### src/rtl/elevator_pkg.sv
// elevator_pkg: shared definitions for the elevator group dispatcher.
//   - car state encodings as reported by each elevator_control car
//   - N_SLOTS: 7 hall up calls (floors 1..7) followed by 7 hall down calls (floors 2..8)
//   - dispatch_state_e: dispatcher FSM states
//   - onehot_to_idx: one-hot car position to floor 1..8, 0 when not one-hot
//   - slot_to_floor: call slot 0..13 to its target floor
package elevator_pkg;

  localparam logic [1:0] ST_OPEN  = 2'b00;
  localparam logic [1:0] ST_DN    = 2'b01;
  localparam logic [1:0] ST_UP    = 2'b10;
  localparam logic [1:0] ST_CLOSE = 2'b11;

  localparam int N_SLOTS = 14;

  typedef enum logic [1:0] {
    DS_IDLE  = 2'd0,
    DS_PICK  = 2'd1,
    DS_ISSUE = 2'd2
  } dispatch_state_e;

  function automatic logic [3:0] onehot_to_idx(input logic [7:0] f);
    logic [3:0] idx;
    idx = 4'd0;
    if ($onehot(f)) begin
      for (int i = 0; i < 8; i++) begin
        if (f[i]) idx = 4'(i + 1);
      end
    end
    return idx;
  endfunction

  // Up slots 0..6 -> floors 1..7, down slots 7..13 -> floors 2..8.
  function automatic logic [3:0] slot_to_floor(input logic [3:0] s);
    if (s < 4'd7) return s + 4'd1;
    else          return s - 4'd5;
  endfunction

endpackage

### src/rtl/elevator_dispatch_if.sv
// elevator_dispatch_if: every signal between the dispatcher, the hall panel
// and the two car controllers.
//   slave  modport: dispatcher side (hall buttons and car status in; forwarded
//                   calls, lamps, busy and the FSM state debug view out).
//   master modport: panel/car side, the mirror image.
// Optional macro DISPATCH_STATS_EN adds the stat_a/stat_b dispatch counters.
// All signals are plain levels; there is no handshake. The forwarded call
// buses carry a registered pulse that the cars treat like a button press.
interface elevator_dispatch_if;
  import elevator_pkg::*;

  logic [7:1] hall_up;
  logic [8:2] hall_dn;
  logic [8:1] floor_a;
  logic [1:0] state_a;
  logic       en_a;
  logic [8:1] floor_b;
  logic [1:0] state_b;
  logic       en_b;
  logic [7:1] btup_a;
  logic [8:2] btdn_a;
  logic [7:1] btup_b;
  logic [8:2] btdn_b;
  logic [7:1] lamp_up;
  logic [8:2] lamp_dn;
  logic       busy;
  dispatch_state_e fsm_state;
`ifdef DISPATCH_STATS_EN
  logic [15:0] stat_a;
  logic [15:0] stat_b;
`endif

  modport slave (
    input  hall_up, hall_dn, floor_a, state_a, en_a, floor_b, state_b, en_b,
    output btup_a, btdn_a, btup_b, btdn_b, lamp_up, lamp_dn, busy, fsm_state
`ifdef DISPATCH_STATS_EN
    , output stat_a, stat_b
`endif
  );

  modport master (
    output hall_up, hall_dn, floor_a, state_a, en_a, floor_b, state_b, en_b,
    input  btup_a, btdn_a, btup_b, btdn_b, lamp_up, lamp_dn, busy, fsm_state
`ifdef DISPATCH_STATS_EN
    , input stat_a, stat_b
`endif
  );

endinterface

### src/rtl/elevator_dispatch_cost.sv
// dispatch_cost: combinational cost of sending one car to a target floor.
//   tf    : target floor 1..8
//   floor : car one-hot position, bit 0 = floor 1
//   state : car state (ST_OPEN/ST_DN/ST_UP/ST_CLOSE)
//   en    : car in service
//   cost  : distance plus AWAY_PENALTY when moving away, saturated at 31;
//           31 when the car is unavailable
//   avail : car is in service with a valid position
module dispatch_cost
  import elevator_pkg::*;
#(
  parameter int AWAY_PENALTY = 8
) (
  input  logic [3:0] tf,
  input  logic [7:0] floor,
  input  logic [1:0] state,
  input  logic       en,
  output logic [4:0] cost,
  output logic       avail
);

  logic [3:0] fa;
  int         raw;

  always_comb begin
    fa    = onehot_to_idx(floor);
    raw   = 0;
    avail = 1'b0;
    cost  = 5'd31;
    if (en && fa != 4'd0) begin
      avail = 1'b1;
      raw   = (tf > fa) ? int'(tf - fa) : int'(fa - tf);
      if ((state == ST_UP && tf < fa) || (state == ST_DN && tf > fa))
        raw = raw + AWAY_PENALTY;
      cost = (raw > 31) ? 5'd31 : 5'(raw);
    end
  end

endmodule

### src/rtl/elevator_dispatch.sv
// elevator_dispatch: group dispatcher for two cars sharing one hall panel.
// Latches hall calls into pend, picks the cheaper car per call round-robin
// from rr_ptr, forwards it as an ISSUE_CYCLES-long registered button pulse
// and keeps the hall lamp lit until the assigned car opens at that floor.
//   clk, rst (async, active low)
//   bus : elevator_dispatch_if.slave (hall buttons, car status, forwarded
//         calls, lamps, busy, fsm_state)
// Optional macro DISPATCH_STATS_EN adds saturating per-car dispatch counters.
module elevator_dispatch
  import elevator_pkg::*;
#(
  parameter int ISSUE_CYCLES = 2,
  parameter int AWAY_PENALTY = 8
) (
  input  logic clk,
  input  logic rst,
  elevator_dispatch_if.slave bus
);

  dispatch_state_e state, state_nxt;
  logic [13:0] btn, pend, asg_a, asg_b, fwd_a, fwd_b;
  logic [13:0] served_a, served_b, pend_nxt, asg_a_nxt, asg_b_nxt, slot_oh;
  logic [3:0]  idx_a, idx_b, pick_slot, pick_tf, slot_q, rr_ptr;
  logic [2:0]  cnt;
  logic        tie_bit, en_a_q, en_b_q;
  logic        found, tie, pick_b, dispatch, issue_done;
  logic [4:0]  cost_a, cost_b;
  logic        avail_a, avail_b;
  int          j;

  assign btn = {bus.hall_dn, bus.hall_up};

  // A slot is served when the car stands with its door open at the target.
  always_comb begin
    idx_a    = onehot_to_idx(bus.floor_a);
    idx_b    = onehot_to_idx(bus.floor_b);
    served_a = '0;
    served_b = '0;
    for (int s = 0; s < N_SLOTS; s++) begin
      served_a[s] = (bus.state_a == ST_OPEN) && (idx_a == slot_to_floor(4'(s)));
      served_b[s] = (bus.state_b == ST_OPEN) && (idx_b == slot_to_floor(4'(s)));
    end
  end

  // Round-robin search for the first pending slot starting at rr_ptr.
  always_comb begin
    found     = 1'b0;
    pick_slot = rr_ptr;
    j         = 0;
    for (int i = 0; i < N_SLOTS; i++) begin
      j = int'(rr_ptr) + i;
      if (j >= N_SLOTS) j = j - N_SLOTS;
      if (!found && pend[j]) begin
        found     = 1'b1;
        pick_slot = 4'(j);
      end
    end
  end

  assign pick_tf = slot_to_floor(pick_slot);
  assign slot_oh = 14'd1 << pick_slot;

  dispatch_cost #(.AWAY_PENALTY(AWAY_PENALTY)) u_cost_a (
    .tf(pick_tf), .floor(bus.floor_a), .state(bus.state_a), .en(bus.en_a),
    .cost(cost_a), .avail(avail_a)
  );

  dispatch_cost #(.AWAY_PENALTY(AWAY_PENALTY)) u_cost_b (
    .tf(pick_tf), .floor(bus.floor_b), .state(bus.state_b), .en(bus.en_b),
    .cost(cost_b), .avail(avail_b)
  );

  // Winner selection; a lone available car wins even at saturated cost.
  always_comb begin
    tie    = 1'b0;
    pick_b = 1'b0;
    if (avail_a && avail_b) begin
      if (cost_a < cost_b)      pick_b = 1'b0;
      else if (cost_b < cost_a) pick_b = 1'b1;
      else begin
        tie    = 1'b1;
        pick_b = tie_bit;
      end
    end else begin
      pick_b = avail_b;
    end
  end

  always_comb begin
    state_nxt  = state;
    dispatch   = 1'b0;
    issue_done = 1'b0;
    case (state)
      DS_IDLE:  if (pend != '0 && (bus.en_a || bus.en_b)) state_nxt = DS_PICK;
      DS_PICK: begin
        if (found && (avail_a || avail_b)) begin
          dispatch  = 1'b1;
          state_nxt = DS_ISSUE;
        end else begin
          state_nxt = DS_IDLE;
        end
      end
      DS_ISSUE: begin
        if (cnt == 3'(ISSUE_CYCLES - 1)) begin
          issue_done = 1'b1;
          state_nxt  = (pend != '0) ? DS_PICK : DS_IDLE;
        end
      end
      default:  state_nxt = DS_IDLE;
    endcase
  end

  // Call masks. A car that dropped out of service one sample ago hands its
  // assignments back to pend, except the slot whose pulse is still running.
  always_comb begin
    pend_nxt  = pend | (btn & ~asg_a & ~asg_b);
    asg_a_nxt = asg_a & ~served_a;
    asg_b_nxt = asg_b & ~served_b;
    if (dispatch) begin
      pend_nxt = pend_nxt & ~slot_oh;
      if (pick_b) asg_b_nxt = asg_b_nxt | slot_oh;
      else        asg_a_nxt = asg_a_nxt | slot_oh;
    end
    if (!en_a_q && !(state == DS_ISSUE && fwd_a != '0) && !(dispatch && !pick_b)) begin
      pend_nxt  = pend_nxt | asg_a_nxt;
      asg_a_nxt = '0;
    end
    if (!en_b_q && !(state == DS_ISSUE && fwd_b != '0) && !(dispatch && pick_b)) begin
      pend_nxt  = pend_nxt | asg_b_nxt;
      asg_b_nxt = '0;
    end
  end

  always_ff @(posedge clk or negedge rst) begin
    if (!rst) begin
      state   <= DS_IDLE;
      pend    <= '0;
      asg_a   <= '0;
      asg_b   <= '0;
      fwd_a   <= '0;
      fwd_b   <= '0;
      slot_q  <= '0;
      rr_ptr  <= '0;
      cnt     <= '0;
      tie_bit <= 1'b0;
      en_a_q  <= 1'b0;
      en_b_q  <= 1'b0;
    end else begin
      state  <= state_nxt;
      pend   <= pend_nxt;
      asg_a  <= asg_a_nxt;
      asg_b  <= asg_b_nxt;
      en_a_q <= bus.en_a;
      en_b_q <= bus.en_b;
      if (dispatch) begin
        slot_q <= pick_slot;
        cnt    <= '0;
        if (pick_b) fwd_b <= slot_oh;
        else        fwd_a <= slot_oh;
        if (tie) tie_bit <= ~tie_bit;
      end else if (issue_done) begin
        fwd_a  <= '0;
        fwd_b  <= '0;
        rr_ptr <= (slot_q == 4'd13) ? 4'd0 : slot_q + 4'd1;
      end else if (state == DS_ISSUE) begin
        cnt <= cnt + 3'd1;
      end
    end
  end

  assign bus.btup_a    = fwd_a[6:0];
  assign bus.btdn_a    = fwd_a[13:7];
  assign bus.btup_b    = fwd_b[6:0];
  assign bus.btdn_b    = fwd_b[13:7];
  assign bus.lamp_up   = pend[6:0]  | asg_a[6:0]  | asg_b[6:0];
  assign bus.lamp_dn   = pend[13:7] | asg_a[13:7] | asg_b[13:7];
  assign bus.busy      = (state != DS_IDLE);
  assign bus.fsm_state = state;

`ifdef DISPATCH_STATS_EN
  logic [15:0] stat_a_q, stat_b_q;

  always_ff @(posedge clk or negedge rst) begin
    if (!rst) begin
      stat_a_q <= '0;
      stat_b_q <= '0;
    end else if (dispatch) begin
      if (pick_b && stat_b_q != 16'hFFFF)  stat_b_q <= stat_b_q + 16'd1;
      if (!pick_b && stat_a_q != 16'hFFFF) stat_a_q <= stat_a_q + 16'd1;
    end
  end

  assign bus.stat_a = stat_a_q;
  assign bus.stat_b = stat_b_q;
`endif

endmodule

### src/flat_wrapper.sv
// flat-port wrapper written by rule: the top's interface ports become plain ports
module elevator_dispatch_flat import elevator_pkg::*;
#(
  parameter int ISSUE_CYCLES = 2,
  parameter int AWAY_PENALTY = 8
)
  (clk, rst, bus_hall_up, bus_hall_dn, bus_floor_a, bus_state_a, bus_en_a, bus_floor_b, bus_state_b, bus_en_b, bus_btup_a, bus_btdn_a, bus_btup_b, bus_btdn_b, bus_lamp_up, bus_lamp_dn, bus_busy, bus_fsm_state);
  elevator_dispatch_if bus_i ();
  input  logic clk;
  input  logic rst;
  input wire logic [$bits(bus_i.hall_up)-1:0] bus_hall_up;
  input wire logic [$bits(bus_i.hall_dn)-1:0] bus_hall_dn;
  input wire logic [$bits(bus_i.floor_a)-1:0] bus_floor_a;
  input wire logic [$bits(bus_i.state_a)-1:0] bus_state_a;
  input wire logic [$bits(bus_i.en_a)-1:0] bus_en_a;
  input wire logic [$bits(bus_i.floor_b)-1:0] bus_floor_b;
  input wire logic [$bits(bus_i.state_b)-1:0] bus_state_b;
  input wire logic [$bits(bus_i.en_b)-1:0] bus_en_b;
  output wire logic [$bits(bus_i.btup_a)-1:0] bus_btup_a;
  output wire logic [$bits(bus_i.btdn_a)-1:0] bus_btdn_a;
  output wire logic [$bits(bus_i.btup_b)-1:0] bus_btup_b;
  output wire logic [$bits(bus_i.btdn_b)-1:0] bus_btdn_b;
  output wire logic [$bits(bus_i.lamp_up)-1:0] bus_lamp_up;
  output wire logic [$bits(bus_i.lamp_dn)-1:0] bus_lamp_dn;
  output wire logic [$bits(bus_i.busy)-1:0] bus_busy;
  output wire logic [$bits(bus_i.fsm_state)-1:0] bus_fsm_state;
  assign bus_i.hall_up = bus_hall_up;
  assign bus_i.hall_dn = bus_hall_dn;
  assign bus_i.floor_a = bus_floor_a;
  assign bus_i.state_a = bus_state_a;
  assign bus_i.en_a = bus_en_a;
  assign bus_i.floor_b = bus_floor_b;
  assign bus_i.state_b = bus_state_b;
  assign bus_i.en_b = bus_en_b;
  assign bus_btup_a = bus_i.btup_a;
  assign bus_btdn_a = bus_i.btdn_a;
  assign bus_btup_b = bus_i.btup_b;
  assign bus_btdn_b = bus_i.btdn_b;
  assign bus_lamp_up = bus_i.lamp_up;
  assign bus_lamp_dn = bus_i.lamp_dn;
  assign bus_busy = bus_i.busy;
  assign bus_fsm_state = bus_i.fsm_state;
  elevator_dispatch #(.ISSUE_CYCLES(ISSUE_CYCLES), .AWAY_PENALTY(AWAY_PENALTY)) u_core (.clk(clk), .rst(rst), .bus(bus_i));
endmodule
### config.mk
export PLATFORM = sky130hd
export DESIGN_NAME = elevator_dispatch_flat
export DESIGN_NICKNAME = d
export VERILOG_FILES = /design/src/rtl/elevator_pkg.sv /design/src/rtl/elevator_dispatch_if.sv /design/src/rtl/elevator_dispatch_cost.sv /design/src/rtl/elevator_dispatch.sv /design/src/flat_wrapper.sv
export SDC_FILE = /design/constraint.sdc
export NUM_CORES = 1
export LEC_CHECK = 0
export CAP_MARGIN = 20
export CORE_AREA = 8 8 161 163
export DETAILED_ROUTE_END_ITERATION = 10
export DIE_AREA = 0 0 169 171
export GPL_TIMING_DRIVEN = 0
export HOLD_SLACK_MARGIN = 0.02
export PLACE_DENSITY = 0.64
export SYNTH_ARGS = -nofsm -noshare
export SYNTH_HDL_FRONTEND = slang
export SYNTH_SLANG_ARGS = --single-unit
### constraint.sdc
create_clock -name clk -period 12 [get_ports clk]
set_clock_uncertainty 0.15 [all_clocks]
set_input_delay 2.4 -clock clk [delete_from_list [all_inputs] [get_ports clk]]
set_output_delay 2.4 -clock clk [all_outputs]
set_load 0.1 [all_outputs]
After elaboration in Yosys (flattened, before gate mapping):

Index checks and enable logic that the tools add are counted.

* magnitude comparators: 37
* reduce and logical (&&, ||, !) cells: 87
* equality and inequality tests: 31
* multiplexer cells: 148
* add/subtract/negate cells: 51
* bitwise operators: 21
* shifts and indexed selects: 1

Operators with widths (number)
* 2-to-1 mux 32 bit: 20
* less-than comparator 32 x 6 -> 1 bit, second input constant: 14
* >= comparator 32 x 5 -> 1 bit, second input constant: 13
* subtractor 32 x 5 -> 32 bit, second input constant: 13
* 2-to-1 mux 14 bit: 14
* 2-to-1 mux 4 bit: 20
* bitwise AND 14 bit: 5
* inverter 14 bit: 5
* bitwise OR 14 bit: 5
* adder 32 x 5 -> 32 bit, second input constant: 2
* greater-than comparator 32 x 6 -> 1 bit, second input constant: 2
* 2-to-1 mux 1 bit: 57
* binary-select mux 1 bit (select 4 bit): 14
* logical AND 1 bit: 46
* nonzero test 14 bit: 3
* 2-to-1 mux 3 bit: 11
* equality test 4 x 3 -> 1 bit, second input constant: 8
* adder 4 x 4 -> 5 bit, second input constant: 6
* bitwise OR 7 bit: 4
* adder 4 x 3 -> 5 bit, second input constant: 4
* adder 4 bit: 5
* logical NOT 1 bit: 20
* 2-to-1 mux 5 bit: 4
* subtractor 4 x 4 -> 5 bit: 4
* 30 further kinds: 77

* word-level logic and storage cells: 388
* flip-flop bits (word level): 86
* output and inout port bits: 45
* bits of input ports: 38

Logic depth before layout (Yosys ltp):

Gate-level depths: netlist of run 1.

* depth after elaboration: 66
* gate-level depth with buffers: 53
* gate-level depth less buffers: 47

By module:

A second synthesis of run 1 with hierarchy kept.

* cells, all modules: 1316
* area, all modules: 10654.0 um^2

Modules (own cells, without submodules)
* elevator_dispatch: sequential area each 2152.1 um^2, times used 1, area each 9061.2 um^2, cells each 1097
* dispatch_cost at u_core.u_cost_b: sequential area each 0.0 um^2, times used 1, area each 802.0 um^2, cells each 110
* dispatch_cost at u_core.u_cost_a: sequential area each 0.0 um^2, times used 1, area each 790.8 um^2, cells each 109

Least setup slack after synthesis of run 1:

Ideal clock, no wire load.

* path type: register -> register
* start point: register u_core.rr_ptr[0]
* end point: register u_core.pend[9]
* period minus slack after synthesis: 10.964 ns
* path slack: 1.036 ns
* stages on the path, launching flop included: 52
* path buffers: 7
* required time: 11.731 ns
* arrival time: 10.695 ns
* setup time: 0.119 ns
* cells stage by stage: dfrtp_1 -> buf_6 -> buf_2 -> inv_1 -> ha_1 -> clkbuf_1 -> inv_1 -> buf_1 -> ha_1 -> nor2_1 -> a22o_1 -> nor4_1 -> or4_4 -> a2111oi_4 -> nand2_1 -> nor4_2 -> a22o_1 -> a211o_1 -> [16 not listed] -> ha_1 -> xor2_1 -> o21bai_1 -> or2_2 -> ha_1 -> nor2b_1 -> o21a_1 -> o21a_1 -> o21ai_0 -> nand2b_1 -> o21a_1 -> nor2_1 -> nor2_1 -> nor2_1 -> a211o_1 -> clkbuf_1 -> o221ai_1 -> o21a_1

* cells in the longest elaborated chain, start to end: 66
* elaborated cells between the ends (all ways): 212
* classes of those cells: 35 x add/sub; 23 x order compare; 1 x shift; 107 x mux; 6 x bitwise; 40 x reduce/logical

Ends and longest elaborated chain
* start, declared: line elevator_dispatch.sv:23 `logic [3:0] idx_a, idx_b, pick_slot, pick_tf, slot_q, rr_ptr;`
* start signal, assigned: line elevator_dispatch.sv:164 `rr_ptr <= (slot_q == 4'd13) ? 4'd0 : slot_q + 4'd1;`
* branches (longest 65 deep; another with subtractor 32 x 5 -> 32 bit)
* 2-to-1 mux 14 bit (*): line elevator_dispatch.sv:128 `if (!en_b_q && !(state == DS_ISSUE && fwd_b != '0) && !(dispatch && pick_b)) begin`
* via u_core.pend_nxt[9]: line elevator_dispatch.sv:22 `logic [13:0] served_a, served_b, pend_nxt, asg_a_nxt, asg_b_nxt, slot_oh;`
* end signal, assigned: line elevator_dispatch.sv:150 `pend <= pend_nxt;`
* end, declared: line elevator_dispatch.sv:21 `logic [13:0] btn, pend, asg_a, asg_b, fwd_a, fwd_b;`

Mark *: on every way through the listed nets, which the timed path passes. The select of a mux whose other input is x is not followed.
A chain may end at the register's enable or synchronous reset.

Final worst setup path of run 1:

* start point: register u_core.rr_ptr[1]
* end point: register u_core.asg_a[9]

* cells in the longest elaborated chain, start to end: 64
* elaborated cells between the ends (all ways): 200
* classes of those cells: 35 x add/sub; 23 x order compare; 1 x shift; 103 x mux; 1 x bitwise; 37 x reduce/logical

Ends and longest elaborated chain
* branches (longest 44 deep; another with subtractor 32 x 5 -> 32 bit)
* 2-to-1 mux 4 bit (*): line elevator_dispatch.sv:53 `if (!found && pend[j]) begin`
* via u_core.pick_slot[0]: line elevator_dispatch.sv:23
* subtractor 4 x 3 -> 4 bit (tied with other cells): line elevator_pkg.sv:36 `else return s - 4'd5;`
* 2-to-1 mux 4 bit: line elevator_pkg.sv:35 `if (s < 4'd7) return s + 4'd1;`
* subtractor 4 x 4 -> 5 bit (tied with other cells): line elevator_dispatch_cost.sv:32 `raw = (tf > fa) ? int'(tf - fa) : int'(fa - tf);`
* 2-to-1 mux 32 bit / logical AND 1 bit (equally long branches): line elevator_dispatch_cost.sv:32, elevator_dispatch_cost.sv:33
* adder 32 x 5 -> 32 bit / logical OR 1 bit (equally long branches): line elevator_dispatch_cost.sv:34, elevator_dispatch_cost.sv:33
* [7 not listed]
* 2-to-1 mux 1 bit: line elevator_dispatch.sv:78 `if (cost_a < cost_b) pick_b = 1'b0;`
* 2-to-1 mux 1 bit: line elevator_dispatch.sv:77 `if (avail_a && avail_b) begin`
* logical NOT 1 bit: line elevator_dispatch.sv:124 `if (!en_a_q && !(state == DS_ISSUE && fwd_a != '0) && !(dispatch && !pick_b)) begin`
* logical AND 1 bit: line elevator_dispatch.sv:124
* logical NOT 1 bit: line elevator_dispatch.sv:124
* logical AND 1 bit: line elevator_dispatch.sv:124
* 2-to-1 mux 14 bit (*): line elevator_dispatch.sv:124
* via u_core.asg_a_nxt[9]: line elevator_dispatch.sv:22
* end signal, assigned: line elevator_dispatch.sv:151 `asg_a <= asg_a_nxt;`
* end, declared: line elevator_dispatch.sv:21

Marked as above.

==> metrics.yaml, run 1 <==
global_route:
  grt_max_degree: 56
  grtUsageTotal: 0.276
  grt_pass1_wl_um: 62400
  overflow: 0
  antenna_found_initial: 0
  grt_pass1_vias: 10700
logic_synthesis:
  synth_cells: 1269
  ys_warn_count: 0
  ys_seq_area_frac: 0.209
  synthAdderAreaFrac: 0.0986
  synth_top_family_by_area: "compound AO/OA/AOI/OAI gates"
  syn-num-nets: 1379
  syn_area_per_cell_um2: 8.12
  synth_xor_area_frac: 0.0283
  synth_area_um2: 10300
  ys_types: 105
  synth_mux_area_frac: 0.0917
  synthArstFlopShare: 1.00
  synth_ff_type: "dfrtp_1"
  synth_edf_count: 0
  yosys.area_share.simple: 0.243
  synth_compound_area_frac: 0.286
  synth-seq-cells: 86
die:
  std_cell_rows: 56
  fp.dieArea_um2: 28900
  fp.dieW_um: 169
  core-area_um2: 23300
  fp.dieH_um: 171
  top_level_ports: 83
  start_util: 0.443
sta:
  fin_crit_ns: 11.53
  tightest_slew_ns: 1.05
  fin_setup_tns_ns: 0
  slew_headroom: 0.278
  final_max_slew_viol_count: 0
  fmax_ghz: 0.0867
  setup_viol: 0
  period_share: 0.961
  finalHoldViolCount: 0
route:
  dr.pass1.iters: 8
  drc: 0
  wl_met1_um: 17100
  antenna_left: 0
  wl_met2_um: 18100
  wl_met3_um: 3440
  drt_iter0_drc: 1204
  post_drt_wl_per_cell_um: 24.0
  viasPerCell: 6.57
  num_vias: 11200
  highest_layer: "met4"
  wl_um: 40900
finish:
  most-common-layout-cells: "nand2_1 (128), nor2_1 (96), dfrtp_1 (85), clkdlybuf4s50_1 (81), o21ai_0 (76)"
  final_util: 0.530
  fin_nets: 1492
  finalInstanceArea_um2: 12300
  area_growth_pct: 19.7
  final_common_cell: "nand2_1"
  drive_above_1_share: 0.145
  diodes: 0
power:
  p_per_area_nw_per_um2: 242
  intPower_mw: 1.34
  p_sw_frac: 0.550
  leakage_nw: 4.84
  p_comb_frac: 0.789
  ir_worst_vdd_mv: 0.223
  power_mw: 2.98
  power.sequential.fraction: 0.119
  p_switching_mw: 1.64
  power_frac_clock: 0.092
setup_path:
  critical_path_arrival_ns: 11.64
  reg2reg_setup_slack_ns: 0.47
  worst-setup-path-type: "reg2reg"
  r2r-end: "u_core.asg_a[9]"
  cp_slowest_cell: "fa_2"
  r2r_start: "u_core.rr_ptr[1]"
  cp.required_ns: 12.11
  worst_setup_path_end_kind: "flip-flop"
  rr_worst_depth: 48
  max_stage_delay_ns: 0.63
  crit_path_start_kind: "flip-flop"
  cp_common_cell: "o21ai_0"
  path_max_fanout: 11
hold_path:
  min_path_cells: 1
  hold_class: "reg2reg"
  min_to: "u_core.tie_bit"
  min-delay-start: "u_core.tie_bit"
outcome:
  status: "completed"
place:
  place.gp.congestion: 0.991
  port_buffers: 82
  placed_area_um2: 11600
  hpwl_um: 31500
clocking:
  clk_path_buf_depth: 2
  root_buffer: "clkbuf_16"
  clock_latency_ns: 0.35
  cts_sinks: 86
  htree_num_levels: 3
  cts_tree: "done"
  clk_pin_slew_ns: 0.07
  cts_buffers: 9
job:
  max-cap-violations: 0
[how the worst max path moves through the flow]
stage                  endpoint  slack (ns)              from  depth (start not counted)
3_3_place_gp   u_core.asg_a[12]       -2.16  u_core.rr_ptr[0]                         51
5_1_grt        u_core.fwd_a[12]       -0.05  u_core.rr_ptr[2]                         48
6_report        u_core.asg_a[9]        0.47  u_core.rr_ptr[1]                         48
4_1_cts          u_core.pend[9]       0.005  u_core.rr_ptr[0]                         50
2_1_floorplan    u_core.pend[9]        1.04  u_core.rr_ptr[0]                         51
3_5_place_dp   u_core.asg_a[12]       -2.20  u_core.rr_ptr[0]                         51
[registers in the layout, indices dropped and copies added, names as in the netlist]
| register | cells |
|---|---|
| u_core.asg_a | 14 |
| u_core.asg_b | 14 |
| u_core.bus.fsm_state | 2 |
| u_core.cnt | 3 |
| u_core.en_a_q | 1 |
| u_core.en_b_q | 1 |
| u_core.fwd_a | 14 |
| u_core.fwd_b | 14 |
| u_core.pend | 14 |
| u_core.rr_ptr | 4 |
| u_core.slot_q | 4 |
| u_core.tie_bit | 1 |
[what timing repair did]
item / 4_1_cts / 5_1_grt
setup endpoints to repair: 71 / 70
pin swaps: 4 / 13
hold endpoints to repair: 0 / 0
cloned: 0 / 0
setup buffers: 4 / 15
resized for setup: 35 / 56
hold buffers: 0 / 0
[power by group through the flow]
stage	clock network, mW	registers (mW)	logic, mW
floorplan	0	0.421	1.50
global placement	0	0.358	2.09
detailed placement	0	0.359	2.10
CTS	0.277	0.355	2.17
global route	0.287	0.356	2.54
finish	0.274	0.354	2.35
[kinds of logic after synthesis]
| logic type | Yosys count |
|---|---|
| adders and majority gates | 73 |
| AOI/OAI and AO/OA | 405 |
| DFF | 86 |
| and+or+nand+nor | 488 |
| muxes | 86 |
| buffers and inverters | 102 |
| xor gates and xnor gates | 29 |
[per-layer routing]
metal	GRT usage	up-vias
met5	0	-
met4	0.150	0
met3	0.0537	146
met2	0.438	633
met1	0.351	5347
li1	-	5079
[final cells by class]
| type | instances | area (um2) |
|---|---|---|
| fill | 2261 | 10900 |
| multi-input combinational | 1081 | 8000 |
| sequential | 86 | 2150 |
| timing repair buffer | 104 | 1000 |
| tap | 319 | 399 |
| buffer | 57 | 318 |
| clock buffer | 11 | 243 |
| inverter | 43 | 175 |
| clock inverter | 5 | 40.0 |
[stage by stage]
stage | cells | worst slack, ns | hold slack [ns]
floorplan | 1269 | 1.04 | 0.296
global placement | 1670 | -2.16 | 0.310
detailed placement | 1671 | -2.20 | 0.315
CTS | 1690 | 0.00486 | 0.329
global route | 1706 | -0.0527 | 0.345
finish | 1706 | 0.468 | 0.332
[synth_stat cells (20+ instances only)]
| library cell | instances | share of area |
|---|---|---|
| clkbuf_1 | 30 | 0.011 |
| a21o_1 | 21 | 0.015 |
| dfrtp_1 | 86 | 0.21 |
| mux2i_1 | 57 | 0.055 |
| ha_1 | 58 | 0.070 |
| nor2_1 | 103 | 0.038 |
| buf_2 | 20 | 0.0097 |
| a21oi_1 | 48 | 0.023 |
| mux2_2 | 24 | 0.026 |
| o21ai_0 | 78 | 0.038 |
| nand3_1 | 55 | 0.027 |
| o211ai_1 | 21 | 0.015 |
| nand2_1 | 128 | 0.047 |
| nand2b_1 | 25 | 0.015 |
| a211oi_1 | 23 | 0.017 |
| nand4_1 | 21 | 0.013 |
| o22ai_1 | 26 | 0.016 |
| inv_1 | 37 | 0.013 |
| nor3_1 | 23 | 0.011 |
[critical path: cells and delay by family, from the launching register on]
kind / cells / cell delay [ns]
adders and majority gates: 6 / 2.13
buffers and inverters: 7 / 1.39
and+or+nand+nor: 14 / 2.45
muxes: 1 / 0.19
AOI/OAI and AO/OA: 17 / 4.00
DFF: 1 / 0.44
xor gates and xnor gates: 3 / 0.64
Note: power is estimated with default switching activity, not from simulation.
==> run 2, diff against run 1 <==
CORE_AREA = 2 2 155 157   (was 8 8 161 163)
DIE_AREA = 0 0 157 159   (was 0 0 169 171)
==> run 2 against run 1 <==
- final cell count rose by 0.18%
- worst hold slack got worse by 0.0015 ns
- design area fell by 0.12%
==> metrics.yaml, run 2 (synthesized netlist as in run 1, its figures left out) <==
finish:
  finalInstanceArea_um2: 12300  # -0.12%
  most-common-layout-cells: "nand2_1 (126), nor2_1 (97), dfrtp_1 (84), clkdlybuf4s50_1 (81), o21ai_0 (73)"
  fin_nets: 1495  # +0.20%
  multi_input_area_um2: 7940  # -0.78%
  seqCellArea_um2: 2150  # about the same
  fillCellCount: 2215  # -2.0%
  final_util: 0.531  # +0.000955
  drive_above_1_share: 0.144  # -0.00103
  diodes: 0  # unchanged
  final_cells: 1709  # +0.18%
  final_common_cell: "nand2_1"
  area_growth_pct: 19.5
clocking:
  clk_path_buf_depth: 2  # unchanged
  clock_latency_ns: 0.34  # about the same
  clk_pin_slew_ns: 0.07  # about the same
  root_buffer: "clkbuf_16"
  cts_sinks: 86  # unchanged
  postCtsHoldBufs: 0  # unchanged
  cts_tree: "done"
  htree_num_levels: 3  # unchanged
  cts_buffers: 9  # unchanged
sta:
  fmax_ghz: 0.0864  # -0.41%
  finalHoldViolCount: 0  # unchanged
  final_max_slew_viol_count: 0  # unchanged
  fin_setup_tns_ns: 0  # unchanged
  whs_ns: 0.331  # -0.00153 ns
  fin_ws_ns: 0.421  # -0.0469 ns
  setup_viol: 0  # unchanged
  slew_headroom: 0.256  # -0.0218
  period_share: 0.965  # +0.00391
  fin_crit_ns: 11.58  # +0.0469 ns
  tightest_slew_ns: 1.09  # +0.0319 ns
power:
  power_mw: 2.94  # -1.4%
  leakage_nw: 4.86  # +0.27%
  ir_worst_vdd_mv: 0.159  # -29%
  p_per_area_nw_per_um2: 239  # -1.3%
hold_path:
  hold_class: "reg2reg"
  min-delay-start: "u_core.tie_bit"
place:
  placed_area_um2: 11600  # unchanged
  port_buffers: 82  # unchanged
  place.gp.congestion: 0.981  # -1.1%
  pre_cts_ws_ns: -2.37  # -0.171 ns
  hpwl_um: 30500  # -3.3%
  placed_cells: 1671  # unchanged
job:
  max-cap-violations: 0  # unchanged
setup_path:
  crit_start: "u_core.rr_ptr[0]"
  critical_path_arrival_ns: 11.67  # +0.03 ns
  max_stage_delay_ns: 0.66  # +0.03 ns
  path_max_fanout: 10  # -1
  crit_path_start_kind: "flip-flop"
  worst_setup_path_end_kind: "flip-flop"
  cp.buffers_inverters: 8  # +1
  cp.required_ns: 12.09  # -0.02 ns
  r2r_start: "u_core.rr_ptr[0]"
  worst-setup-path-type: "reg2reg"
  cp_slowest_cell: "fa_2"
  cp_top_family: "compound AO/OA/AOI/OAI gates"
global_route:
  grt_pass1_wl_um: 61300  # -1.8%
  overflow: 0  # unchanged
  grtUsageTotal: 0.315  # +0.0385
  grt_pass1_vias: 10700  # -0.21%
  antenna_found_initial: 0  # unchanged
  grt_max_degree: 45  # -20%
die:
  start_util: 0.444  # +0.00134
  fp.dieArea_um2: 25000  # -14%
  fp.dieW_um: 157  # -7.1%
  fp.dieH_um: 159  # -7.0%
  std_cell_rows: 56  # unchanged
  core-area_um2: 23200  # -0.30%
  top_level_ports: 83  # unchanged
route:
  dr.pass1.iters: 6  # -2
  wl_um: 39900  # -2.5%
  num_vias: 11200  # +0.16%
  viasPerCell: 6.57  # about the same
  post_drt_wl_per_cell_um: 23.3  # -2.7%
  drc: 0  # unchanged
  antenna_left: 0  # unchanged
  drt_iter0_drc: 1403  # +17%
outcome:
  status: "completed"
-- run 2: cell type report --
| cell class | instances | area share |
|---|---|---|
| repair buffers | 107 | 0.0841 |
| multi-input cells | 1081 | 0.645 |
| flip-flops and latches | 86 | 0.175 |
| inverters | 43 | 0.0143 |
| clock buffers | 12 | 0.0216 |
| plain buffers | 57 | 0.0256 |
| well taps | 319 | 0.0324 |
| clock inverters | 4 | 0.00234 |
-- run 2: worst reg2reg max path: cells and delay by family, from the launching register on --
family,cells,cell delay [ns]
AOI/OAI and AO/OA,19,4.25
and+or+nand+nor,14,2.91
adders and majority gates,5,1.87
buffers and inverters,8,1.50
DFF,1,0.43
muxes,1,0.20
xor gates and xnor gates,1,0.14
-- run 2: worst paths after layout --
path,endpoint,slack (ns),depth (start not counted)
max in group asynchronous,u_core.asg_a[5],9.17,2
hold reg to reg,u_core.tie_bit,0.33,1
hold / removal,u_core.tie_bit,0.33,1
setup / recovery,u_core.asg_a[1],0.42,48
setup reg to reg,u_core.asg_a[1],0.42,48
min in group asynchronous,u_core.fwd_a[8],1.90,1
-- run 2: power by group --
part           switching [mW]  internal, mW
Sequential             0.0369         0.317
Combinational            1.46         0.852
Clock                   0.120         0.158
Total                    1.61          1.33
-- run 2: layer usage --
layer | wire [um] | track usage
met1 | 15900 | 0.414
met2 | 18000 | 0.497
met3 | 3640 | 0.0553
met4 | 2300 | 0.156
met5 | 0 | 0
-- run 2: timing repair --
action / 4_1_cts / 5_1_grt
resized for setup: 34 / 51
buffers inserted: 6 / 17
endpoints found under the setup margin: 71 / 70
pin swaps: 7 / 16
==> run 3, diff against run 2 <==
GPL_ROUTABILITY_DRIVEN = 0   (was default)
==> run 3 against run 2 <==
- worst hold slack worse by 0.0032 ns
- wire length fell by 3.1%
- critical path depth increased by 5
- worst setup slack better by 0.037 ns
- core utilization down 0.64 points
- count of clock-buffer cells in the layout down 1
- combinational power about the same
- clock power fell by 4%
- highest routed layer unchanged
- non-clock buffer count is 4 lower
- sequential power about the same
- global-route usage down 0.79 points
- critical endpoint unchanged
==> metrics.yaml, run 3 (synthesized netlist as in run 1, its figures left out) <==
outcome:
  status: "completed"
sta:
  fin_crit_ns: 11.54  # -0.0367 ns
  tightest_slew_ns: 1.16  # +0.0795 ns
  fmax_ghz: 0.0866  # +0.32%
  slew_headroom: 0.201  # -0.0545
  final_max_slew_viol_count: 0  # unchanged
  whs_ns: 0.327  # -0.00325 ns
  fin_ws_ns: 0.457  # +0.0367 ns
  period_share: 0.962  # -0.00306
  setup_viol: 0  # unchanged
  finalHoldViolCount: 0  # unchanged
die:
  core-area_um2: 23200  # unchanged
  fp.dieW_um: 157  # unchanged
  std_cell_rows: 56  # unchanged
  top_level_ports: 83  # unchanged
  fp.dieArea_um2: 25000  # unchanged
  fp.dieH_um: 159  # unchanged
  start_util: 0.444  # unchanged
setup_path:
  cp_common_cell: "buf_4"
  cp_top_family: "compound AO/OA/AOI/OAI gates"
  worst-setup-path-type: "reg2reg"
  cp.required_ns: 12.09  # about the same
  cp.buffers_inverters: 13  # +5
  critical_path_arrival_ns: 11.63  # -0.04 ns
  path_max_fanout: 11  # +1
  rr_worst_depth: 53  # +10%
  crit_path_start_kind: "flip-flop"
  cp_slowest_cell: "fa_2"
  reg2reg_setup_slack_ns: 0.46  # +0.04 ns
  cp.depth: 53  # +10%
  max_stage_delay_ns: 0.65  # about the same
  worst_setup_path_end_kind: "flip-flop"
job:
  max-cap-violations: 0  # unchanged
route:
  num_vias: 11200  # -0.13%
  antenna_left: 0  # unchanged
  wl_um: 38700  # -3.1%
  dr.pass1.iters: 7  # +1
  drc: 0  # unchanged
  drt_iter0_drc: 1460  # +4.1%
  post_drt_wl_per_cell_um: 22.7  # -2.8%
  viasPerCell: 6.57  # +0.10%
hold_path:
  hold_class: "reg2reg"
  min_path_cells: 1  # unchanged
place:
  pre_cts_ws_ns: -2.24  # +0.130 ns
  placed_area_um2: 11500  # about the same
  hpwl_um: 29900  # -1.9%
  port_buffers: 82  # unchanged
  placed_cells: 1671  # unchanged
finish:
  fin_nets: 1491  # -0.27%
  finalInstanceArea_um2: 12200  # -1.2%
  final_util: 0.525  # -0.00637
  diodes: 0  # unchanged
  most-common-layout-cells: "nand2_1 (126), nor2_1 (95), dfrtp_1 (84), clkdlybuf4s50_1 (81), o21ai_0 (74)"
  drive_above_1_share: 0.139  # -0.00536
  final_cells: 1705  # -0.23%
  area_growth_pct: 18.1
  final_common_cell: "nand2_1"
clocking:
  clock_latency_ns: 0.34  # about the same
  clk_path_buf_depth: 2  # unchanged
  postCtsHoldBufs: 0  # unchanged
  root_buffer: "clkbuf_16"
  cts_sinks: 86  # unchanged
  cts_buffers: 9  # unchanged
  htree_num_levels: 3  # unchanged
  clk_pin_slew_ns: 0.06  # about the same
  cts_tree: "done"
global_route:
  grt_pass1_wl_um: 60100  # -1.8%
  overflow: 0  # unchanged
  grt_max_degree: 48  # +6.7%
  antenna_found_initial: 0  # unchanged
  grt_pass1_vias: 10700  # +0.18%
  grtUsageTotal: 0.307  # -0.00790
power:
  p_per_area_nw_per_um2: 239  # about the same
  ir_worst_vdd_mv: 0.183  # +15%
  leakage_nw: 4.82  # -0.86%
run 3: per-layer routing:
metal  share of wire  routed length [um]  global-route usage
met4           0.059                2270               0.176
met2            0.44               17100               0.472
met5               0                   0                   0
met3           0.083                3230              0.0487
met1            0.42               16100               0.408
run 3: worst register-to-register path, delay by kind of cell (launching register included):
kind                     cells  cell delay [ns]
flip-flops                   1             0.40
AND/OR/NAND/NOR             16             2.81
multiplexers                 1             0.20
XOR/XNOR                     1             0.13
adder cells (fa/ha/maj)      6             2.21
buffers and inverters       13             2.26
AO/OA/AOI/OAI               16             3.27
run 3: timing repair:
item | 4_1_cts | 5_1_grt
buffers inserted | 4 | 15
pin swaps | 3 | 12
endpoints found under the hold margin | 0 | 0
cloned | 0 | 0
gates resized for setup | 33 | 40
endpoints found under the setup margin | 71 | 70
run 3: power breakdown:
group	switching [mW]	total (mW)	internal [mW]
combinational	1.44	2.28	0.846
sequential	0.0358	0.353	0.318
clock	0.117	0.268	0.151
run 3: through the flow:
stage | power [mW] | TNS [ns]
after floorplan | 1.93 | 0
after global placement | 2.41 | -124.48
after detailed placement | 2.44 | -132.37
after CTS | 2.76 | 0
after global routing | 3.11 | -0.356
final | 2.91 | 0
run 3: worst paths after layout:
kind / from / end
min in group asynchronous: rst / u_core.fwd_a[12]
max in group asynchronous: rst / u_core.cnt[1]
hold / removal: u_core.tie_bit / u_core.tie_bit
hold reg to reg: u_core.tie_bit / u_core.tie_bit
setup reg to reg: u_core.rr_ptr[0] / u_core.asg_a[1]
setup / recovery: u_core.rr_ptr[0] / u_core.asg_a[1]
run 3: final cells by class:
type | count | area [um2]
Buffer | 57 | 310
Clock buffer | 11 | 253
Clock inverter | 5 | 33.8
Fill cell | 2253 | 11000
Inverter | 43 | 173
Multi-Input combinational cell | 1081 | 7860
Sequential cell | 86 | 2150
Tap cell | 319 | 399
Timing Repair Buffer | 103 | 988
